<file path="config.mk">
export PLATFORM = sky130hd
export DESIGN_NAME = packet_framer_flat
export DESIGN_NICKNAME = d
export VERILOG_FILES = /design/src/rtl/packet_framer_if.sv /design/src/rtl/packet_framer.sv /design/src/flat_wrapper.sv
export SDC_FILE = /design/constraint.sdc
export NUM_CORES = 1
export LEC_CHECK = 0
export ABC_AREA = 1
export CORE_MARGIN = 3
export CORE_UTILIZATION = 27
export CTS_CLUSTER_DIAMETER = 40
export CTS_CLUSTER_SIZE = 12
export DETAILED_ROUTE_END_ITERATION = 7
export PLACE_DENSITY = 0.51
export SETUP_SLACK_MARGIN = 0.02
export SYNTH_ARGS = -nofsm -noshare
export SYNTH_HDL_FRONTEND = slang
export SYNTH_SLANG_ARGS = --single-unit
</file>
<file path="constraint.sdc">
create_clock -name clk -period 3 [get_ports clk]
set_clock_uncertainty 0.15 [all_clocks]
set_input_delay 0.45 -clock clk [delete_from_list [all_inputs] [get_ports clk]]
set_output_delay 0.45 -clock clk [all_outputs]
set_load 0.005 [all_outputs]
</file>
<file path="src/rtl/packet_framer_if.sv">
// Handshake bundle between the packet framer, its payload source and the downstream serializer.
// The framer uses the slave modport; the stimulus/serializer side uses the master modport.
interface packet_framer_if #(
  parameter int DATA_W = 8,
  parameter int LEN_W  = 5
);
  logic              start;
  logic [LEN_W-1:0]  len;
  logic              end_packet;
  logic              done;
  logic              abort;
  logic [DATA_W-1:0] data_in;
  logic              load;
  logic [DATA_W-1:0] data_out;
  logic              data_req;
  logic              busy;
  logic              pkt_done;
  logic [LEN_W-1:0]  word_cnt;

  modport master (
    output start, len, end_packet, done, abort, data_in,
    input  load, data_out, data_req, busy, pkt_done, word_cnt
  );

  modport slave (
    input  start, len, end_packet, done, abort, data_in,
    output load, data_out, data_req, busy, pkt_done, word_cnt
  );
endinterface

</file>
<file path="src/rtl/packet_framer.sv">
// Packet framing controller: SOF, up to MAX_LEN payload words, optional XOR checksum, EOF,
// each word pushed with a one-cycle load and held until the serializer reports done.
module packet_framer #(
  parameter int              DATA_W   = 8,
  parameter logic [DATA_W-1:0] SOF_WORD = DATA_W'(8'hAA),
  parameter logic [DATA_W-1:0] EOF_WORD = DATA_W'(8'hBB),
  parameter int              MAX_LEN  = 16,
  parameter bit              CHK_EN   = 1'b1,
  parameter int              LEN_W    = $clog2(MAX_LEN + 1)
) (
  input logic          clk,
  input logic          rst,
  packet_framer_if.slave bus
);

  typedef enum logic [3:0] {
    IDLE,
    SOF_LOAD,
    SOF_SEND,
    DATA_LOAD,
    DATA_SEND,
    CHK_LOAD,
    CHK_SEND,
    EOF_LOAD,
    EOF_SEND
  } state_t;

  localparam state_t           TAIL  = CHK_EN ? CHK_LOAD : EOF_LOAD;
  localparam logic [LEN_W-1:0] MAX_L = LEN_W'(MAX_LEN);

  state_t            state_q, state_d;
  logic [LEN_W-1:0]  len_q;
  logic [LEN_W-1:0]  cnt_q;
  logic [DATA_W-1:0] chk_q;
  logic              pkt_done_q;
  logic [LEN_W-1:0]  len_clamped;

  assign len_clamped = (bus.len > MAX_L) ? MAX_L : bus.len;

  // NOTE: sequential state uses non-blocking assignments so every register samples pre-edge values.
  always_ff @(posedge clk) begin
    if (rst) state_q <= IDLE;
    else     state_q <= state_d;
  end

  // NOTE: the default assignment at the top keeps this block purely combinational (no latch).
  always_comb begin
    state_d = state_q;
    if (bus.abort && state_q != IDLE) begin
      state_d = IDLE;
    end else begin
      unique case (state_q)
        IDLE:      if (bus.start) state_d = SOF_LOAD;
        SOF_LOAD:  state_d = SOF_SEND;
        SOF_SEND:  if (bus.done) state_d = (len_q != '0) ? DATA_LOAD : TAIL;
        DATA_LOAD: state_d = DATA_SEND;
        DATA_SEND: if (bus.done) state_d = (bus.end_packet || cnt_q == len_q) ? TAIL : DATA_LOAD;
        CHK_LOAD:  state_d = CHK_SEND;
        CHK_SEND:  if (bus.done) state_d = EOF_LOAD;
        EOF_LOAD:  state_d = EOF_SEND;
        EOF_SEND:  if (bus.done) state_d = IDLE;
        default:   state_d = IDLE;
      endcase
    end
  end

  // Length, payload counter and running checksum; the counter keeps its value after an abort.
  always_ff @(posedge clk) begin
    if (rst) begin
      len_q <= '0;
      cnt_q <= '0;
      chk_q <= '0;
    end else if (state_q == IDLE && bus.start) begin
      len_q <= len_clamped;
      cnt_q <= '0;
      chk_q <= '0;
    end else if (state_q == DATA_LOAD) begin
      cnt_q <= cnt_q + LEN_W'(1);
      chk_q <= chk_q ^ bus.data_in;
    end
  end

  always_ff @(posedge clk) begin
    if (rst) pkt_done_q <= 1'b0;
    else     pkt_done_q <= (state_q == EOF_SEND) && bus.done && !bus.abort;
  end

  // Outputs are forced low while rst is high so nothing leaks out during a mid-packet reset.
  always_comb begin
    bus.load     = 1'b0;
    bus.data_out = '0;
    bus.data_req = 1'b0;
    bus.busy     = 1'b0;
    bus.pkt_done = 1'b0;
    bus.word_cnt = '0;
    if (!rst) begin
      bus.busy     = (state_q != IDLE);
      bus.pkt_done = pkt_done_q;
      bus.word_cnt = cnt_q;
      unique case (state_q)
        SOF_LOAD: begin
          bus.load     = 1'b1;
          bus.data_out = SOF_WORD;
        end
        DATA_LOAD: begin
          bus.load     = 1'b1;
          bus.data_out = bus.data_in;
          bus.data_req = 1'b1;
        end
        CHK_LOAD: begin
          bus.load     = 1'b1;
          bus.data_out = chk_q;
        end
        EOF_LOAD: begin
          bus.load     = 1'b1;
          bus.data_out = EOF_WORD;
        end
        default: ;
      endcase
    end
  end

endmodule
</file>
<file path="src/flat_wrapper.sv">
// flat-port wrapper written by rule: the top's interface ports become plain ports
module packet_framer_flat 
#(
  parameter int              DATA_W   = 8,
  parameter logic [DATA_W-1:0] SOF_WORD = DATA_W'(8'hAA),
  parameter logic [DATA_W-1:0] EOF_WORD = DATA_W'(8'hBB),
  parameter int              MAX_LEN  = 16,
  parameter bit              CHK_EN   = 1'b1,
  parameter int              LEN_W    = $clog2(MAX_LEN + 1)
)
  (clk, rst, bus_start, bus_len, bus_end_packet, bus_done, bus_abort, bus_data_in, bus_load, bus_data_out, bus_data_req, bus_busy, bus_pkt_done, bus_word_cnt);
  packet_framer_if #(.DATA_W(DATA_W), .LEN_W(LEN_W)) bus_i ();
  input logic clk;
  input logic rst;
  input wire logic [$bits(bus_i.start)-1:0] bus_start;
  input wire logic [$bits(bus_i.len)-1:0] bus_len;
  input wire logic [$bits(bus_i.end_packet)-1:0] bus_end_packet;
  input wire logic [$bits(bus_i.done)-1:0] bus_done;
  input wire logic [$bits(bus_i.abort)-1:0] bus_abort;
  input wire logic [$bits(bus_i.data_in)-1:0] bus_data_in;
  output wire logic [$bits(bus_i.load)-1:0] bus_load;
  output wire logic [$bits(bus_i.data_out)-1:0] bus_data_out;
  output wire logic [$bits(bus_i.data_req)-1:0] bus_data_req;
  output wire logic [$bits(bus_i.busy)-1:0] bus_busy;
  output wire logic [$bits(bus_i.pkt_done)-1:0] bus_pkt_done;
  output wire logic [$bits(bus_i.word_cnt)-1:0] bus_word_cnt;
  assign bus_i.start = bus_start;
  assign bus_i.len = bus_len;
  assign bus_i.end_packet = bus_end_packet;
  assign bus_i.done = bus_done;
  assign bus_i.abort = bus_abort;
  assign bus_i.data_in = bus_data_in;
  assign bus_load = bus_i.load;
  assign bus_data_out = bus_i.data_out;
  assign bus_data_req = bus_i.data_req;
  assign bus_busy = bus_i.busy;
  assign bus_pkt_done = bus_i.pkt_done;
  assign bus_word_cnt = bus_i.word_cnt;
  packet_framer #(.DATA_W(DATA_W), .SOF_WORD(SOF_WORD), .EOF_WORD(EOF_WORD), .MAX_LEN(MAX_LEN), .CHK_EN(CHK_EN), .LEN_W(LEN_W)) u_core (.clk(clk), .rst(rst), .bus(bus_i));
endmodule
</file>
==> flow_summary_export.csv <==
group,metric,value,unit
yosys,synth.largest_area_cell,"dfxtp_1",
sta,worst_slack,387,ps
clocking,cts_buffers,3,
floorplan,initial_core_util,28.4,%
yosys,syn_area,1370,um^2
floorplan,die-width,77.2,um
yosys,synthSimpleGateAreaFrac,31.9,%
clocking,post_cts_buffers,0,
sta,worst_pin_slew,372,ps
critical_path,worst-setup-path-type,"flop to primary output",
worst_hold_path,holdCritPathClass,"flop to flop",
yosys,yosys.area_share.xor_xnor,4.47,%
routing,firstDrtPassIters,6,
clocking,clockBufferDepth,2,
floorplan,num_rows,25,
finish,area_delta_synth_final,33.2,%
flow_run,max_cap_violations,0,
yosys,ys_types,31,
finish,n_antenna_cell,0,
sta,rsz0062_at_grt,"no",
yosys,synth_top_area_share,33.6,%
finish,drive_gt1_share,10.1,%
yosys,synth.area.top_cells,"dfxtp_1, nand2_1, inv_1, a21oi_1, nor2_1",
sta,fmax,383,MHz
clocking,root_buffer,"clkbuf_8",
clocking,cts-htree-levels,1,
sta,slew_violations,0,
yosys,synth-seq-cells,23,
clocking,clock-sinks,23,
power,p_leak,0.710,nW
critical_path,cp_max_fo,8,
place,numPortBuffers,35,
routing,wl_per_cell,10.6,um
yosys,synth_top_family_by_area,"simple AND/OR/NAND/NOR gates",
floorplan,dieHeight,77.2,um
floorplan,dieArea,5970,um^2
critical_path,required,2400,ps
yosys,syn_inst,202,
global_route,grt_max_degree,16,
clocking,cts_tree,"done",
critical_path,path_cells,"inv_1, nand2_1, o22ai_1, a221oi_1, nor2_1, clkdlybuf4s50_1",
sta,final-hold-violation-count,0,
critical_path,crit_slowest_cell,"dfxtp_1",
routing,vias,1322,
sta,min_period_over_period,87.1,%
power,power_density,444,nW/um^2
floorplan,ios,36,
routing,drc,0,
power,ir_drop,0.000241,V
clocking,clk_pin_slew,90,ps
status,status,"completed",
critical_path,cp-start-kind,"flop",
global_route,globalRouteOverflowTotal,0,
critical_path,crit_buf_inv,2,
global_route,grt_usage,11.1,%
sta,period_minus_slack,2610,ps
routing,wirelength,3220,um
yosys,yosysWarnings,0,
yosys,yosysSeqAreaShare,33.6,%
clocking,postCtsHoldBufs,0,
critical_path,cp.arrival,2010,ps
routing,vias_per_cell,4.33,
global_route,antenna_found_initial,0,
sta,setup-tns-final,0,ps
yosys,avgSynthCellArea,6.78,um^2
finish,fill_cells,550,
global_route,grt_pass1_vias,1191,
place,dp_hpwl,2530,um
clocking,clk_latency,270,ps
yosys,synth_compound_area_share,16.1,%
critical_path,cp_top_family,"buffers and inverters",
place,dpl_worst_slack,606,ps
yosys,synth_fp_nets,222,
place,place_congestion,0.744,
critical_path,max_stage_delay,510,ps
clocking,cts_resized,0,
routing,drt-initial-drc-count,46,
global_route,grt_pass1_wl,5400,um
sta,setup_viol,0,
critical_path,end_kind,"primary output",
routing,ant_nets,0,
yosys,muxShareOfSynthArea,0,%
floorplan,coreArea,4820,um^2
sta,maxSlewHeadroom,75.2,%
yosys,synth_adder_area_share,0.913,%
finish,fin_nets,259,
power breakdown:
group / internal [mW] / switching [mW] / total [mW]
Sequential: 0.323 / 0.0192 / 0.342
Combinational: 0.116 / 0.152 / 0.268
Clock: 0.0929 / 0.107 / 0.200
flip-flops by register name (all words and copies together), names as in the netlist:
| register | cells |
|---|---|
| u_core.chk_q | 8 |
| u_core.cnt_q | 5 |
| u_core.len_q | 5 |
| u_core.pkt_done_q | 1 |
| u_core.state_q | 4 |
worst paths after layout:
kind / depth (start not counted) / endpoint / slack, ps / startpoint
max: 6 / bus_data_out[1] / 390 / u_core.state_q[3]$_SDFFE_PP0P_
min: 2 / u_core.chk_q[3]$_SDFFE_PP0P_ / 320 / u_core.chk_q[3]$_SDFFE_PP0P_
max reg2reg: 8 / u_core.chk_q[1]$_SDFFE_PP0P_ / 1380 / u_core.state_q[3]$_SDFFE_PP0P_
min reg2reg: 2 / u_core.chk_q[3]$_SDFFE_PP0P_ / 320 / u_core.chk_q[3]$_SDFFE_PP0P_
cell usage after synthesis:
cell type	n
nand2_1	39
o22ai_1	2
nand3_1	8
o21ai_1	1
o32ai_1	1
xor2_1	6
nor3_1	3
nand2_4	2
inv_1	33
nor3b_2	1
nor2_2	3
a211oi_1	1
a21oi_2	1
clkbuf_1	2
o21ai_0	8
a21oi_1	19
dfxtp_1	23
nor2_1	25
o21a_1	1
inv_2	2
nor4_1	2
nor2_4	3
buf_6	3
xnor2_1	1
nand2_2	3
ha_1	1
inv_4	1
nand4_1	2
a221oi_1	3
o21ai_2	1
nor3_2	1
layout by cell type, fill, tap and decap left out, types with 3 or more instances in the layout:
| cell | count |
|---|---|
| a221oi_1 | 3 |
| clkbuf_8 | 3 |
| nor2_1 | 25 |
| nor2_2 | 3 |
| nor2_4 | 3 |
| a21oi_1 | 19 |
| dfxtp_1 | 23 |
| xor2_1 | 6 |
| clkdlybuf4s50_1 | 35 |
| nand2_2 | 3 |
| nand2_1 | 39 |
| o21ai_0 | 8 |
| inv_1 | 33 |
| nand3_1 | 8 |
| nor3_1 | 3 |
kinds of logic (layout without fill, tap and decap cells):
logic type	count (synthesis)	after routing
compound gates	38	38
xor+xnor	7	7
flops	23	23
buf+inv	41	77
simple gates	92	92
fa+ha+maj	1	1
area by class of cell:
| class | instances | area, um^2 | share of cell area [%] |
|---|---|---|---|
| Inverter | 36 | 138 | 7.54 |
| Multi-Input combinational cell | 138 | 731 | 40.1 |
| Clock buffer | 3 | 41.3 | 2.26 |
| Sequential cell | 23 | 460 | 25.2 |
| Clock inverter | 1 | 5.00 | 0.274 |
| Tap cell | 67 | 83.8 | 4.60 |
| Timing Repair Buffer | 37 | 365 | 20.0 |
worst min-delay path: stages, from the launching register on:
cell     delay (ps)
dfxtp_1         320
inv_1            60
a21oi_1          50
layer usage:
layer	part of all wire, %	global-route usage (%)	up-vias
li1	-	-	711
met1	49	14.5	583
met2	46	17.5	23
met3	4.1	3.29	5
met4	1.1	3.20	0
met5	0	0	-
per-stage QoR:
stage	utilization (%)	area, um^2	hold WS, ps	power [mW]	instances
after floorplan	-	1370	288	0.524	202
after global placement	36.9	1780	314	0.623	301
after detailed placement	36.9	1780	305	0.620	301
after CTS	37.9	1820	320	0.826	305
after global routing	37.9	1820	365	0.867	305
final	37.9	1820	322	0.810	305
Note: power is estimated with default switching activity, not from simulation.
==> edit (config.mk and constraints unchanged) <==
`CHK_EN` is set to 1'b1 in 2 places; all go to 1'b0.
--- a/src/rtl/packet_framer.sv
+++ b/src/rtl/packet_framer.sv
@@ -6,5 +6,5 @@
   parameter logic [DATA_W-1:0] EOF_WORD = DATA_W'(8'hBB),
   parameter int              MAX_LEN  = 16,
-  parameter bit              CHK_EN   = 1'b1,
+  parameter bit              CHK_EN   = 1'b0,
   parameter int              LEN_W    = $clog2(MAX_LEN + 1)
 ) (
--- a/src/flat_wrapper.sv
+++ b/src/flat_wrapper.sv
@@ -6,5 +6,5 @@
   parameter logic [DATA_W-1:0] EOF_WORD = DATA_W'(8'hBB),
   parameter int              MAX_LEN  = 16,
-  parameter bit              CHK_EN   = 1'b1,
+  parameter bit              CHK_EN   = 1'b0,
   parameter int              LEN_W    = $clog2(MAX_LEN + 1)
 )
Formal check against the unedited RTL: not equivalent (Yosys sat finds a counterexample within 4 cycles, from zero or initial values and one cycle with rst high).
==> edit against the original RTL <==
Area after synthesis down 4.5%; clock power is 4% lower; sequential cell count unchanged; wire length fell by 7.1%; combinational power rose by 63%; sequential share of layout area is 0.93 points higher; design area decreased by 3.6%; final cell count fell by 4.6%; critical path type unchanged; total power increased by 25%; synthesized cell count is 0.50% higher; register-to-register slack got worse by 0.09 ns; worst setup slack got worse by 0.081 ns.
==> edit: results (changes against the original RTL) <==
metric,value,unit,change
dr.first_iter.drc_count,39,,-15%
crit_start,u_core.state_q[2],,
synth_cell_type_count,25,,-19%
tightest_slew,0.526,ns,+0.154 ns
portBuffers,35,,unchanged
hpwl,2.35,mm,-7.1%
hold_path_class,reg2reg,,
vias,1292,,-2.3%
yosys-top-cells-count,"nor2_1 (43), inv_1 (34), nand2_1 (31)",,
groute.usage.overall,0.115,,+0.00465
wl_per_cell,10.3,um,-2.6%
critPathArrivalTime,2.09,ns,+0.08 ns
routabilityCongestion,0.800,,+7.6%
r2r_start,u_core.state_q[3],,
p_clk_frac,0.190,,-0.057
critPathCapture,bus_data_out[1],,
r2r_end,u_core.len_q[0],,
reg.largest.list,"u_core.chk_q (8), u_core.cnt_q (5), u_core.len_q (5)",,
clock_path_buffers,2,,unchanged
clkTransAtPathRegs,0.08,ns,
root_buffer,clkbuf_8,,
synth.area.top_cells,"dfxtp_1 (35%), nor2_1 (12%), inv_1 (9.8%)",,
dr.pass1.iters,4,,-2
grt_max_degree,22,,+6
min-delay-start,u_core.len_q[4],,
nNetsFinal,260,,+0.39%
wirelength,2.99,mm,-7.1%
slowest_stage,clkdlybuf4s50_1,,
synth_nets,223,,+0.45%
status,completed,,
path_max_fanout,6,,-2
syn_area_per_cell,6.45,um^2,-4.9%
final_layout_size_suffix_gt1_frac,0.0544,,-0.0464
grt_antenna_before_repair,0,,unchanged
async_flop_share,0,,unchanged
post_cts_buffers,0,,unchanged
swShare,0.385,,+0.0421
p_seq,0.000381,W,+11%
path_delay_family,buffers and inverters,,
p_leak,0.718,nW,+1.1%
dp_cells,287,,-4.7%
cpPeakStageDelay,0.50,ns,
grt_pass1_vias,1201,,+0.84%
reg2regPathDepth,6,,-2
seq_area_frac_synth,0.352,,+0.0157
grt_pass1_wl,5.11,mm,-5.5%
reg2reg_slack,1.29,ns,-0.09 ns
ir_drop,270,uV,+12%
p_seq_frac,0.377,,-0.046
cts.htree.levels,1,,unchanged
ctsResizeCount,0,,unchanged
==> edit: cell count changes after synthesis, sizes merged, moves of 2 or more <==
cell	delta
nor2	+16
a21oi	-10
nand2	-10
nor3	+6
xor2	+5
a221oi	-3
nand3	+3
o22ai	-2
==> edit: metrics by stage <==
stage / worst slack [ns] / util / hold slack [ns] / area, um^2
after detailed placement: 0.589 / 0.381 / 0.341 / 1710
after global routing: 0.0639 / 0.391 / 0.383 / 1760
after floorplan: 1.27 / - / 0.314 / 1310
final: 0.305 / 0.391 / 0.355 / 1760
after global placement: 0.553 / 0.381 / 0.340 / 1710
after CTS: 0.282 / 0.391 / 0.355 / 1760
==> edit: cell type report <==
class	count	area [um^2]
fill	498	2750
multi-input combinational	141	699
sequential	23	460
timing repair buffer	36	358
inverter	35	131
tap	52	65.1
clock buffer	4	45.0
==> edit: how the worst min path moves through the flow <==
stage	to	depth (start not counted)	slack, ns
after global routing	u_core.len_q[2]	2	0.38
after detailed placement	u_core.len_q[4]	2	0.34
after global placement	u_core.len_q[4]	2	0.34
final	u_core.len_q[4]	2	0.36
after floorplan	u_core.len_q[4]	2	0.31
after CTS	u_core.len_q[4]	2	0.35
==> edit: per-layer routing <==
layer,part of all wire,vias to the layer above,track usage
li1,-,703,-
met1,0.50,553,0.150
met2,0.44,31,0.192
met3,0.048,5,0.0211
met4,0.013,0,0.0408
met5,0,-,0
==> edit: kinds of logic (layout without fill, tap and decap cells) <==
group | count (synthesis) | in the layout | share of synthesized area
and+or+nand+nor | 108 | 108 | 0.363
buffers and inverters | 39 | 75 | 0.114
DFF | 23 | 23 | 0.352
AOI/OAI and AO/OA | 21 | 21 | 0.0880
xor gates and xnor gates | 11 | 11 | 0.0736
adders and majority gates | 1 | 1 | 0.00956
